<file path="src/rtl/floating_add_mul.sv">
// Single-cycle binary32 adder/multiplier with registered result; subnormals flush to zero.
// Define FLOATING_ROUND_NEAREST_EN for round-to-nearest-even, otherwise results truncate.
module floating_add_mul #(
   parameter logic [31:0] NAN_VALUE = 32'h7FC0_0000
) (
   input  logic        clk,
   input  logic        rst_n,
   input  logic        valid_in,
   input  logic        op,
   input  logic [31:0] a,
   input  logic [31:0] b,
   output logic [31:0] result,
   output logic        valid_out
);

   logic        sa, sb;
   logic [7:0]  ea, eb;
   logic [23:0] ma, mb;
   logic        a_zero, b_zero, a_inf, b_inf, a_nan, b_nan;

   assign sa     = a[31];
   assign sb     = b[31];
   assign ea     = a[30:23];
   assign eb     = b[30:23];
   assign ma     = {1'b1, a[22:0]};
   assign mb     = {1'b1, b[22:0]};
   assign a_zero = (ea == 8'h00);
   assign b_zero = (eb == 8'h00);
   assign a_inf  = (ea == 8'hFF) && (a[22:0] == '0);
   assign b_inf  = (eb == 8'hFF) && (b[22:0] == '0);
   assign a_nan  = (ea == 8'hFF) && (a[22:0] != '0);
   assign b_nan  = (eb == 8'hFF) && (b[22:0] != '0);

   // add path: 27-bit working format = 24-bit mantissa, guard, round, sticky
   logic               a_big, sl, ss;
   logic [7:0]         el, es, ediff;
   logic [23:0]        ml, ms;
   logic [5:0]         sh_amt;
   logic [49:0]        sh_vec;
   logic [26:0]        al_large, al_small, add_norm;
   logic [27:0]        sum;
   logic [4:0]         lz;
   logic signed [9:0]  add_exp;
   logic               add_zero;

   always_comb begin
      a_big    = (a[30:0] >= b[30:0]);
      el       = a_big ? ea : eb;
      es       = a_big ? eb : ea;
      ml       = a_big ? ma : mb;
      ms       = a_big ? mb : ma;
      sl       = a_big ? sa : sb;
      ss       = a_big ? sb : sa;
      ediff    = el - es;
      // beyond 40 the hidden bit still lands in the sticky field
      sh_amt   = (ediff > 8'd40) ? 6'd40 : ediff[5:0];
      sh_vec   = {ms, 26'b0} >> sh_amt;
      al_small = {sh_vec[49:24], |sh_vec[23:0]};
      al_large = {ml, 3'b000};
      if (sl == ss)
         sum = {1'b0, al_large} + {1'b0, al_small};
      else
         sum = {1'b0, al_large} - {1'b0, al_small};
      lz = '0;
      for (int unsigned i = 0; i < 27; i++)
         if (sum[i]) lz = 5'(26 - i);
      if (sum[27]) begin
         add_norm = {sum[27:2], |sum[1:0]};
         add_exp  = $signed({2'b00, el}) + 10'sd1;
      end else begin
         add_norm = sum[26:0] << lz;
         add_exp  = $signed({2'b00, el}) - $signed({5'b00000, lz});
      end
      add_zero = (sum == '0);
   end

   logic [47:0]        prod;
   logic signed [9:0]  mul_exp_base, mul_exp;
   logic [26:0]        mul_norm;

   always_comb begin
      prod         = ma * mb;
      mul_exp_base = $signed({2'b00, ea}) + $signed({2'b00, eb}) - 10'sd127;
      if (prod[47]) begin
         mul_norm = {prod[47:22], |prod[21:0]};
         mul_exp  = mul_exp_base + 10'sd1;
      end else begin
         mul_norm = {prod[46:21], |prod[20:0]};
         mul_exp  = mul_exp_base;
      end
   end

   logic               pre_sign, rnd_up;
   logic [23:0]        pre_mant;
   logic [2:0]         pre_grs;
   logic signed [9:0]  pre_exp, rnd_exp;
   logic [24:0]        rnd_mant;
   logic [22:0]        rnd_frac;
   logic [31:0]        rounded, calc;

`ifndef FLOATING_ROUND_NEAREST_EN
   logic grs_unused;
   assign grs_unused = ^pre_grs;
`endif

   always_comb begin
      pre_sign = op ? (sa ^ sb) : sl;
      pre_mant = op ? mul_norm[26:3] : add_norm[26:3];
      pre_grs  = op ? mul_norm[2:0] : add_norm[2:0];
      pre_exp  = op ? mul_exp : add_exp;
`ifdef FLOATING_ROUND_NEAREST_EN
      rnd_up   = pre_grs[2] & (pre_grs[1] | pre_grs[0] | pre_mant[0]);
`else
      rnd_up   = 1'b0;
`endif
      rnd_mant = {1'b0, pre_mant} + {24'b0, rnd_up};
      if (rnd_mant[24]) begin
         rnd_exp  = pre_exp + 10'sd1;
         rnd_frac = rnd_mant[23:1];
      end else begin
         rnd_exp  = pre_exp;
         rnd_frac = rnd_mant[22:0];
      end
      if (rnd_exp >= 10'sd255)
         rounded = {pre_sign, 8'hFF, 23'b0};
      else if (rnd_exp <= 10'sd0)
         rounded = {pre_sign, 31'b0};
      else
         rounded = {pre_sign, rnd_exp[7:0], rnd_frac};
   end

   always_comb begin
      calc = rounded;
      if (a_nan || b_nan ||
          (op  && ((a_inf && b_zero) || (a_zero && b_inf))) ||
          (!op && a_inf && b_inf && (sa != sb)))
         calc = NAN_VALUE;
      else if (a_inf || b_inf)
         calc = op ? {sa ^ sb, 8'hFF, 23'b0} : (a_inf ? a : b);
      else if (op && (a_zero || b_zero))
         calc = {sa ^ sb, 31'b0};
      else if (!op && a_zero && b_zero)
         calc = {sa & sb, 31'b0};
      else if (!op && a_zero)
         calc = b;
      else if (!op && b_zero)
         calc = a;
      else if (!op && add_zero)
         calc = '0;
   end

   always_ff @(posedge clk or negedge rst_n) begin
      if (!rst_n) begin
         result    <= '0;
         valid_out <= 1'b0;
      end else begin
         valid_out <= valid_in;
         if (valid_in)
            result <= calc;
      end
   end

endmodule

</file>
<file path="config.mk">
export PLATFORM = sky130hd
export DESIGN_NAME = floating_add_mul
export DESIGN_NICKNAME = d
export VERILOG_FILES = /design/src/rtl/floating_add_mul.sv
export SDC_FILE = /design/constraint.sdc
export NUM_CORES = 2
export LEC_CHECK = 0
export ABC_AREA = 1
export BUFFER_PORTS_ARGS = -buffer_cell sky130_fd_sc_hd__buf_4
export CAP_MARGIN = 15
export CORE_ASPECT_RATIO = 2
export CORE_MARGIN = 2
export CORE_UTILIZATION = 40
export DETAILED_ROUTE_END_ITERATION = 7
export PLACE_DENSITY_LB_ADDON = 0.15
export SLEW_MARGIN = 20
export SYNTH_ARGS = -nofsm -noshare
export SYNTH_HDL_FRONTEND = slang
export SYNTH_SLANG_ARGS = --single-unit
</file>
<file path="constraint.sdc">
create_clock -name clk -period 0.8 [get_ports clk]
set_input_delay 0.12 -clock clk [delete_from_list [all_inputs] [get_ports clk]]
set_output_delay 0.12 -clock clk [all_outputs]
set_load 0.005 [all_outputs]
</file>
==> flow_summary.toml <==
[outcome]
status = "complete, but fails checks"
violations = "setup timing"

[die]
coreArea_um2 = 75700
die_y_um = 395
ioPinCount = 101
die_w_um = 199
num_rows = 143
start_util = 0.403
die_area_um2 = 78600

[grt]
grt_max_degree = 93
grtUsageTotal = 0.356
grt_first_pass_wirelength_um = 206000
gr-total-overflow = 0
antenna_found_initial = 5
grt_pass1_vias = 35400

[logic_synthesis]
synthArstFlopShare = 1.00
synth_edf_count = 0
ys_seq_area_frac = 0.0271
ys_types = 63
synth_area_leaders = "fa_1 32%, nand2_1 16%, inv_1 13%"
ys_warn_count = 0
ys_seq_elements = 33
synth_ff_type = "dfrtp_1"
syn-num-nets = 5418
synth_area_per_cell_um2 = 6.67
synth.cell_area_um2 = 30500
synth_top_area_frac = 0.318
synth_largest_area_cell = "fa_1"
syn_inst = 4573

[detailed_routing]
route.detailed.drc = 0
drtPass1Iterations = 5
avgViaCountPerCell = 5.24
drt_iter0_markers = 2018
drtAntennaViolNets = 0
wl_per_cell_um = 21.7
via_count = 33700
routed_wl_um = 140000

[sta]
layout_setup_ws_ns = -8.35
skew_ns = 0
rsz0062_at_grt = "true"
period_needed_ns = 9.15
tns_ns = -270.12
hold_violations = 0
max_freq_mhz = 109
worstMarginPinSlew_ns = 0.713
post-route-period-util = 11.4
max-slew-margin-rel = 0.513
slew_viol_final = 0
setup_viol = 65

[final_layout]
fin_cells = 6432
regArea_um2 = 841
final_common_cell = "nand2_1"
layout_common_cells = "1186 x nand2_1, 1007 x inv_1, 930 x buf_4"
drive_gt1_frac = 0.273
multiInputGateArea_um2 = 26700
syn_to_final_growth_pct = 36.3
fillers = 7599
nets = 6258

[clocking]
cts_buffer_depth = 2
cts_sinks = 33
tritoncts = "built"
clk_latency_ns = 0.30
htreeDepth = 2
cts.clk_slew.worst_paths_ns = 0.06
clockRootBuffer = "clkbuf_16"
cts_buffers = 5

[placement]
post-place-cells = 6301
dpl.hpwl_um = 113000
io_buffer_count = 100
gp_congestion = 1.07

[setup_path]
crit_path_frequent_cell = "nand2_1"
worst-path-max-fanout = 6
cp.required_ns = 0.98
start_kind = "primary input"
crit_type = "primary input to register"
crit_slowest_cell = "nand4_1"
crit_buf_inv = 15
crit_path_max_incr_delay_ns = 0.37
crit_arrival_ns = 9.34
crit_family = "simple AND/OR/NAND/NOR gates"
cp-end-kind = "register"

[power]
powerDensity_nw_per_um2 = 3980
comb_power_share = 0.967
p_int_mw = 78.9
switchingPower_mw = 86.8
p_leak_nw = 23.4
clkPwrFrac = 0.014
irDropWorstVdd_mv = 5.05
power_mw = 166
pwr-share-seq = 0.019
swShare = 0.524

[flow_run]
max_cap_violations = 0

[hold_path]
hp-class = "primary input to register"
sequential cells by signal, summed over array words and instances, names as in the netlist:
| register | count |
|---|---|
| valid_out | 1 |
| result | 32 |
power groups by stage:
stage	registers (mW)	logic (mW)	clock network (mW)
after floorplan	2.54	85.3	0
after global placement	2.94	151	0
after detailed placement	2.89	153	0
after CTS	2.97	158	2.36
after global routing	3.18	171	2.40
final	3.07	160	2.33
cell type report:
cell class / count / share of cell area
Antenna cell: 4 / 0.000241
Inverter: 1075 / 0.0988
Timing Repair Buffer: 1038 / 0.205
Multi-Input combinational cell: 3259 / 0.641
Tap cell: 1015 / 0.0305
Sequential cell: 33 / 0.0202
Timing Repair inverter: 1 / 0.000150
Clock buffer: 5 / 0.00301
Clock inverter: 2 / 0.000842
worst register-to-register path: cells and delay by family, from the launching register on:
| family | cells | cell delay, ns |
|---|---|---|
| AND/OR/NAND/NOR | 2 | 0.09 |
| buffers and inverters | 2 | 0.28 |
| flip-flops | 1 | 0.44 |
what timing repair did:
action / 4_1_cts / 5_1_grt
hold buffers: 1 / 0
gates resized for setup: 308 / 184
buffers inserted: 81 / 34
setup endpoints to repair: 65 / 72
cloned: 5 / 4
pin swaps: 159 / 133
endpoints found under the hold margin: 33 / 0
cell families (layout without fill, tap and decap cells):
family | count (synthesis) | in the layout | synth area share
AO/OA/AOI/OAI | 443 | 443 | 0.0818
adder cells (fa/ha/maj) | 777 | 777 | 0.438
XOR/XNOR | 56 | 56 | 0.0163
AND/OR/NAND/NOR | 1983 | 1983 | 0.275
buffers and inverters | 1281 | 2121 | 0.162
other | 0 | 4 | 0
flip-flops | 33 | 33 | 0.0271
metal layers:
layer  track usage  share of wire  vias to the layer above
li1              -              -                    15500
met1         0.337           0.31                    16100
met2         0.637           0.50                     1372
met3        0.0613          0.062                      725
met4         0.336           0.12                        2
met5             0       0.000057                        -
through the flow:
step | cell area (µm²) | utilization | hold WS, ns | setup slack, ns
final | 41600 | 0.550 | 0.194 | -8.35
after global routing | 41600 | 0.550 | 0.191 | -8.99
after CTS | 40500 | 0.535 | 0.191 | -8.16
after detailed placement | 38400 | 0.507 | 0.123 | -9.28
after global placement | 38400 | 0.507 | 0.118 | -9.21
after floorplan | 31000 | - | -0.176 | -7.45
cell usage after synthesis (33+ instances only):
cell type  instances
nand2_1         1286
inv_1           1049
fa_1             484
nand3_1          335
ha_1             293
nor2_1           196
a21oi_1          173
o21ai_0          156
clkbuf_1         149
nand4_1           81
xor2_1            40
dfrtp_1           33
path summary, 6_finish.rpt:
kind / start / end / slack (ns) / cells after the start
hold reg to reg: result[25] / result[25] / 0.56 / 2
setup / recovery: b[1] / result[16] / -8.35 / 83
max in group asynchronous: rst_n / result[19] / 0.17 / 2
min in group asynchronous: rst_n / result[30] / 0.31 / 2
hold / removal: valid_in / valid_out / 0.19 / 2
setup reg to reg: result[18] / result[18] / -0.12 / 4
No activity file was read; power rests on OpenSTA's default activity.
